==> src/rtl/bias_load_ctrl.sv <==
// Bias memory loader: unpacks a stream of 2*BIAS_WIDTH-bit words into
// consecutive BIAS_WIDTH-bit writes at addresses 0..load_num-1.
module bias_load_ctrl #(
  parameter int WR_ADDR_DEPTH = 9,
  parameter int BIAS_WIDTH    = 16
) (
  input  logic                       clk,
  input  logic                       rstn,
  input  logic                       load_start,
  input  logic [WR_ADDR_DEPTH:0]     load_num,
  input  logic [2*BIAS_WIDTH-1:0]    s_data,
  input  logic                       s_valid,
  output logic                       s_ready,
  output logic [WR_ADDR_DEPTH-1:0]   addr_wr,
  output logic [BIAS_WIDTH-1:0]      data_wr,
  output logic                       wr_en,
  output logic                       load_busy,
  output logic                       load_done,
  output logic                       BiasMem_ready
);

  localparam int CW = WR_ADDR_DEPTH + 1;
  localparam logic [CW-1:0] MAX_NUM = CW'(1) << WR_ADDR_DEPTH;

  typedef enum logic [1:0] {
    IDLE = 2'd0,
    LOAD = 2'd1,
    DONE = 2'd2
  } state_t;

  state_t state, state_nxt;

  // Hold register: the low half of an accepted word goes straight to the
  // write port, so only the pending high half needs to be kept.
  logic [BIAS_WIDTH-1:0]    hold_half;
  logic                     hold_valid;
  logic                     half_idx;     // 0: low half on the port, 1: high half on the port
  logic [CW-1:0]            words_left;   // input words still to accept
  logic [CW-1:0]            wr_left;      // writes still to issue
  logic [WR_ADDR_DEPTH-1:0] wr_ptr;       // address of the next write

  logic          start_accept;
  logic          handshake;
  logic          emit_high;
  logic [CW-1:0] num_clamped;
  logic [CW:0]   num_plus_one;
  logic [CW-1:0] words_init;

  assign start_accept = (state == IDLE) && load_start;
  assign num_clamped  = (load_num > MAX_NUM) ? MAX_NUM : load_num;
  assign num_plus_one = {1'b0, num_clamped} + (CW+1)'(1);
  assign words_init   = num_plus_one[CW:1];
  assign handshake    = s_valid && s_ready;

  // The high half is emitted only if a write is still owed; otherwise it is
  // the discarded tail of an odd-length load.
  assign emit_high    = hold_valid && !half_idx && (wr_left != '0);

  // State register
  always_ff @(posedge clk) begin
    // NOTE: sequential state is assigned with non-blocking (<=) so every
    // register samples the pre-edge values of the others.
    if (!rstn) state <= IDLE;
    else       state <= state_nxt;
  end

  // Next-state logic
  always_comb begin
    // NOTE: default assignment first so no path leaves state_nxt unassigned,
    // which would otherwise infer a latch.
    state_nxt = state;
    unique case (state)
      IDLE: if (load_start) state_nxt = (num_clamped == '0) ? DONE : LOAD;
      LOAD: if (wr_en && (wr_left == '0)) state_nxt = DONE;
      DONE: state_nxt = IDLE;
      default: state_nxt = IDLE;
    endcase
  end

  // Output logic
  always_comb begin
    load_busy = (state == LOAD);
    load_done = (state == DONE);
    s_ready   = (state == LOAD) && (!hold_valid || half_idx) && (words_left != '0);
  end

  // Datapath: hold register, counters and registered write port
  always_ff @(posedge clk) begin
    if (!rstn) begin
      hold_half     <= '0;
      hold_valid    <= 1'b0;
      half_idx      <= 1'b0;
      words_left    <= '0;
      wr_left       <= '0;
      wr_ptr        <= '0;
      wr_en         <= 1'b0;
      addr_wr       <= '0;
      data_wr       <= '0;
      BiasMem_ready <= 1'b0;
    end else begin
      wr_en <= 1'b0;

      if (start_accept) begin
        hold_valid <= 1'b0;
        half_idx   <= 1'b0;
        words_left <= words_init;
        wr_left    <= num_clamped;
        wr_ptr     <= '0;
      end else if (state == LOAD) begin
        if (handshake) begin
          hold_half  <= s_data[2*BIAS_WIDTH-1:BIAS_WIDTH];
          hold_valid <= 1'b1;
          half_idx   <= 1'b0;
          words_left <= words_left - CW'(1);
          wr_en      <= 1'b1;
          addr_wr    <= wr_ptr;
          data_wr    <= s_data[BIAS_WIDTH-1:0];
          wr_ptr     <= wr_ptr + WR_ADDR_DEPTH'(1);
          wr_left    <= wr_left - CW'(1);
        end else if (emit_high) begin
          half_idx   <= 1'b1;
          wr_en      <= 1'b1;
          addr_wr    <= wr_ptr;
          data_wr    <= hold_half;
          wr_ptr     <= wr_ptr + WR_ADDR_DEPTH'(1);
          wr_left    <= wr_left - CW'(1);
        end else begin
          hold_valid <= 1'b0;
        end
      end else begin
        hold_valid <= 1'b0;
      end

      // Set has priority so a zero-length load still reports a complete set.
      if (state_nxt == DONE && state != DONE) BiasMem_ready <= 1'b1;
      else if (start_accept)                  BiasMem_ready <= 1'b0;
    end
  end

endmodule

==> config.mk <==
export PLATFORM = sky130hd
export DESIGN_NAME = bias_load_ctrl
export DESIGN_NICKNAME = d
export VERILOG_FILES = /design/src/rtl/bias_load_ctrl.sv
export SDC_FILE = /design/constraint.sdc
export NUM_CORES = 1
export LEC_CHECK = 0
export ABC_AREA = 0
export CAP_MARGIN = 20
export CORE_MARGIN = 2
export CORE_UTILIZATION = 42
export DETAILED_ROUTE_END_ITERATION = 16
export PLACE_DENSITY_LB_ADDON = 0.2
export REMOVE_ABC_BUFFERS = 1
export SLEW_MARGIN = 20
export SYNTH_ARGS = -nofsm -noshare
export SYNTH_HDL_FRONTEND = slang
export SYNTH_SLANG_ARGS = --single-unit
export TNS_END_PERCENT = 5
==> constraint.sdc <==
create_clock -name clk -period 3.9 [get_ports clk]
set_input_delay 0.585 -clock clk [delete_from_list [all_inputs] [get_ports clk]]
set_output_delay 0.585 -clock clk [all_outputs]
set_load 0.05 [all_outputs]
Word-level counts from Yosys, hierarchy flattened
Index checks and enable logic that the tools add are counted.
- bits in registers: 76
- add/subtract/negate cells: 4
- $lt $le $gt $ge: 1
- eq/ne operators: 5
- multiplexer cells: 26
- bitwise operators: 3
- reductions and logical operators: 28
- operator list (kind ; count):
    10-bit 2-to-1 mux ; 8
    9-bit 2-to-1 mux ; 4
    16-bit 2-to-1 mux ; 2
    10-bit logical NOT ; 2
    10-bit nonzero test ; 2
    10-bit by 1-bit subtractor with 10-bit output (second input constant) ; 2
    10-bit by 1-bit adder with 11-bit output (second input constant) ; 1
    10-bit > comparator (second input constant) ; 1
    9-bit by 1-bit adder with 9-bit output (second input constant) ; 1
    1-bit logical AND ; 8
    1-bit 2-to-1 mux ; 8
    2-bit nonzero test ; 4
    2-bit 2-to-1 mux ; 3
    2-bit AND reduction ; 3
    3-bit AND reduction ; 2
    2-bit equality test (second input constant) ; 2
    2-bit != test (second input constant) ; 2
    2-bit one-hot mux with 2 select lines ; 1
    1-bit NOT ; 3
    3-bit nonzero test ; 1
    3-bit OR reduction ; 1
    2-bit by 1-bit equality test with 1-bit output (second input constant) ; 1
    1-bit logical NOT ; 2
    2-bit logical NOT ; 1
    other kinds (2) ; 2

Depth between registers and ports, before layout
- word-level depth: 9
- gate-level depth with buffers: 10
- mapped depth without buffers: 9

Least setup slack after synthesis
Ideal clock, no wire load.
- path kind: flip-flop to flip-flop
- from: register state[0]
- to: register wr_left[7]
- data arrival time: 2519 ps
- required time: 3807 ps
- slack: 1288 ps
- cell stages (with the launch flop): 8
- buffers on the path: 2
- period minus slack after synthesis: 2612 ps
- cell sequence: dfxtp_1 nor2b_1 nand3_1 or2_2 buf_2 and2_1 buf_2 o32ai_1
- word-level cells in the longest chain between the ends: 7
- ends and longest elaborated chain (item ; line ; text):
    from (decl) ; 31 ; state_t state, state_nxt;
    from (signal assigned) ; 64 ; else state <= state_nxt;
    2-bit by 1-bit equality test with 1-bit output (*) ; - ;
    named net load_busy ; 17 ; output logic load_busy,
    1-bit logical AND (2 in series) ; 84 ; s_ready = (state == LOAD) && (!hold_valid || half_idx) && (words_left != '0);
    1-bit logical AND ; 53 ; assign handshake = s_valid && s_ready;
    10-bit 2-to-1 mux ; 110 ; if (handshake) begin
    10-bit 2-to-1 mux ; 109 ; end else if (state == LOAD) begin
    10-bit 2-to-1 mux ; 103 ; if (start_accept) begin
    to (signal assigned) ; 107 ; wr_left <= num_clamped;
    to (signal assigned) ; 119 ; wr_left <= wr_left - CW'(1);
    to (signal assigned) ; 126 ; wr_left <= wr_left - CW'(1);
    to (decl) ; 39 ; logic [CW-1:0] wr_left;
Mark *: on every way through the listed nets, which the timed path passes. The rest lies on a longest branch. The select of a mux whose other input is x is not followed.
A chain may end at the register's enable or synchronous reset.

Worst setup path after layout
- from: register words_left[0]
- to: output s_ready
- word-level cells in the longest chain between the ends: 2
- ends and longest elaborated chain (item ; line ; text):
    from (decl) ; 38 ; logic [CW-1:0] words_left;
    from (signal assigned) ; 106 ; words_left <= words_init;
    from (signal assigned) ; 114 ; words_left <= words_left - CW'(1);
    10-bit nonzero test ; 84 ;
    1-bit logical AND ; 84 ;
    to (decl) ; 13 ; output logic s_ready,
No other way between the ends.

==> results.md <==
- Post-route cell area: 4753 sq um
- CP max FO: 6
- Diodes inserted: 0
- R2R cell count: 7
- Hold Crit Class: reg -> reg
- Clk Latency, worst-skew pair: 0.35 ns
- Total track usage: 19.83%
- PwrDens: 438.8 nW/um^2
- Total congestion overflow: 0
- Worst hold stages: 2
- Initial Util: 43.11%
- Critical Path RT: 3.31 ns
- Most frequent cells in the layout: nand2_1, dfxtp_1, clkdlybuf4s50_1
- Flop-to-flop setup slack: 1.02 ns
- Final hold vios: 0
- Top-area cell type share of the netlist area: 40.67%
- H-tree levels: 3
- Starting DRT DRC Count: 116
- Post-layout nets: 579
- Maxcap violations: 0
- CTS tree: yes
- WL/cell: 14.76 microns
- Core ar.: 8678 sq um
- Area grow syn2layout: 27.06%
- Die footprint: 9679 sq um
- Register area share after synthesis: 40.67%
- Synthesis Warnings: 0
- Hold buffer count at cts: 0
- Synth area leaders: dfxtp_1, nand2_1, a21oi_1
- Hold endpoint: addr_wr[7]
- Tmin final: 3.565 ns
- Die Width: 98.38 microns
- Crit. End Element: output port
- EDFF count, synth: 0
- Largest net degree at the start of global routing: 51
- Setup Viol. Count Final: 0
- Root Buffer: clkbuf_8
- Ys async rst share: 0%
- Static Leak: 1.783 nW
- Rel. slew slack: 42.52%
- PostCTS Resize Cnt: 0
- CTS Buf Count: 9
- Final period util: 91.41%
- Slew @ Worst Pin: 0.8543 ns
- Mapped Area: 3741 sq um
- Final ANT Viol Nets: 0
- Post-Syn Instances: 462
- DP Area: 4552 sq um
- R2R Path Start: words_left[0]
- Placer congestion estimate: 0.8343
- Die Height: 98.38 microns
- Post-CTS setup buffers: 0
- DR vias/cell: 5.596
- VDD IR-drop max: 177.8 uV
- First-pass detailed-route iteration total: 4
- Vias in the first global route: 3361
- Synth area leader: dfxtp_1
- HP Start: addr_wr[7]
- Via count: 3587
- Fillers: 868
- Pins Over Slew Limit: 0
- Detailed placement HPWL: 6523 microns
- Share of cells above drive strength 1: 8.068%
- Routed Wire Length: 9458 microns
- Crit path kind: reg -> out
- Initial antenna violation count: 0
- Distinct cell type count after synthesis: 54
- Setup tns final: 0 ns
- Critical Path AT: 2.98 ns
- Deepest clock path buffer count: 2
- Clk slew on worst S/H paths: 0.08 ns
- Row count: 34
- RSZ-0062 raised after global routing: no
- Syn avg cell area: 8.098 sq um
- Fmax: 280.5 MHz
- Seq cells post-synth: 76
- IO Port Bufs: 75
- First-pass GRT wire length: 15770 microns
- Commonest non-fill, non-tap cell in the layout: nand2_1
- Element type at the critical path start: flip-flop
- IO Count: 76
- Drt drc: 0
- FF-to-FF End: wr_left[9]
- Run status: finished, final reports clean
- Sink Count: 76
- Layout Skew: 0.01056 ns
- Ys flop type: dfxtp_1
==> Yosys cell counts (6+ instances only) <==
cell type,count
o21ai_0,28
a21oi_1,58
inv_1,10
dfxtp_1,76
buf_2,10
nand4_1,8
nor3_1,13
nor2_1,23
mux2i_1,16
xor2_1,7
or3_1,6
nand3_1,17
nand2_1,80
clkbuf_1,14
==> cell families (layout without fill, tap and decap cells) <==
family	Yosys count	after routing	share of synthesized area (%)
adder cells (fa/ha/maj)	5	5	1.672
XOR/XNOR	11	11	2.575
AO/OA/AOI/OAI	134	134	22.71
AND/OR/NAND/NOR	181	181	23.14
flip-flops	76	76	40.67
buffers and inverters	39	110	4.950
multiplexers	16	16	4.281
==> sequential cells by signal, summed over array words and instances, names as in the netlist <==
signal	count
BiasMem_ready	1
addr_wr	9
data_wr	16
half_idx	1
hold_half	16
hold_valid	1
state	2
words_left	10
wr_en	1
wr_left	10
wr_ptr	9
==> critical path, stage by stage, from the launching register on <==
cell and delay [ns]:
dfxtp_1 0.34, inv_1 0.06, ha_1 0.20, or4b_1 0.57, or3_1 0.55, and3_1 0.23
clkdlybuf4s50_1 0.69
==> power breakdown <==
part | internal [mW] | leakage (nW) | switching [mW] | total, mW
clock network | 0.303 | 0.101 | 0.312 | 0.615
registers | 0.837 | 0.618 | 0.0519 | 0.889
logic | 0.234 | 1.06 | 0.347 | 0.582
total | 1.37 | 1.78 | 0.711 | 2.09
==> metal layers <==
metal | global-route usage [%] | share of wire (%) | vias up
met5 | 0 | 0 | -
met4 | 5.585 | 1.3 | 0
met2 | 33.02 | 48 | 91
met3 | 5.655 | 5.4 | 10
li1 | - | - | 1783
met1 | 25.13 | 46 | 1703
==> worst max-delay path by stage <==
stage	depth (start not counted)	end	start	slack [ns]
after detailed placement	6	s_ready	words_left[0]	0.71
final	6	s_ready	words_left[0]	0.33
after global routing	6	s_ready	words_left[0]	0.23
after global placement	6	s_ready	words_left[0]	0.74
after CTS	6	s_ready	words_left[0]	0.32
after floorplan	5	words_left[7]	state[0]	0.84
==> area by class of cell <==
| cell class | count | area (sq um) | share of cell area [%] |
|---|---|---|---|
| timing repair buffer | 84 | 818.3 | 17.22 |
| clock buffer | 10 | 127.6 | 2.685 |
| inverter | 10 | 37.54 | 0.7897 |
| multi-input combinational | 347 | 2039 | 42.91 |
| sequential | 76 | 1521 | 32.01 |
| tap | 108 | 135.1 | 2.843 |
| clock inverter | 6 | 73.82 | 1.553 |
==> stage by stage <==
stage	total power [mW]	utilization [%]	cells	setup slack [ns]	hold WS, ns
6_report	2.086	54.77	641	0.3350	0.4563
5_1_grt	2.196	54.77	641	0.2252	0.4770
4_1_cts	2.105	54.77	641	0.3225	0.4588
3_5_place_dp	1.487	52.45	625	0.7054	0.4467
3_3_place_gp	1.478	52.45	625	0.7446	0.4414
2_1_floorplan	1.282	-	433	0.8368	0.4357
No activity file was read; power rests on OpenSTA's default activity.
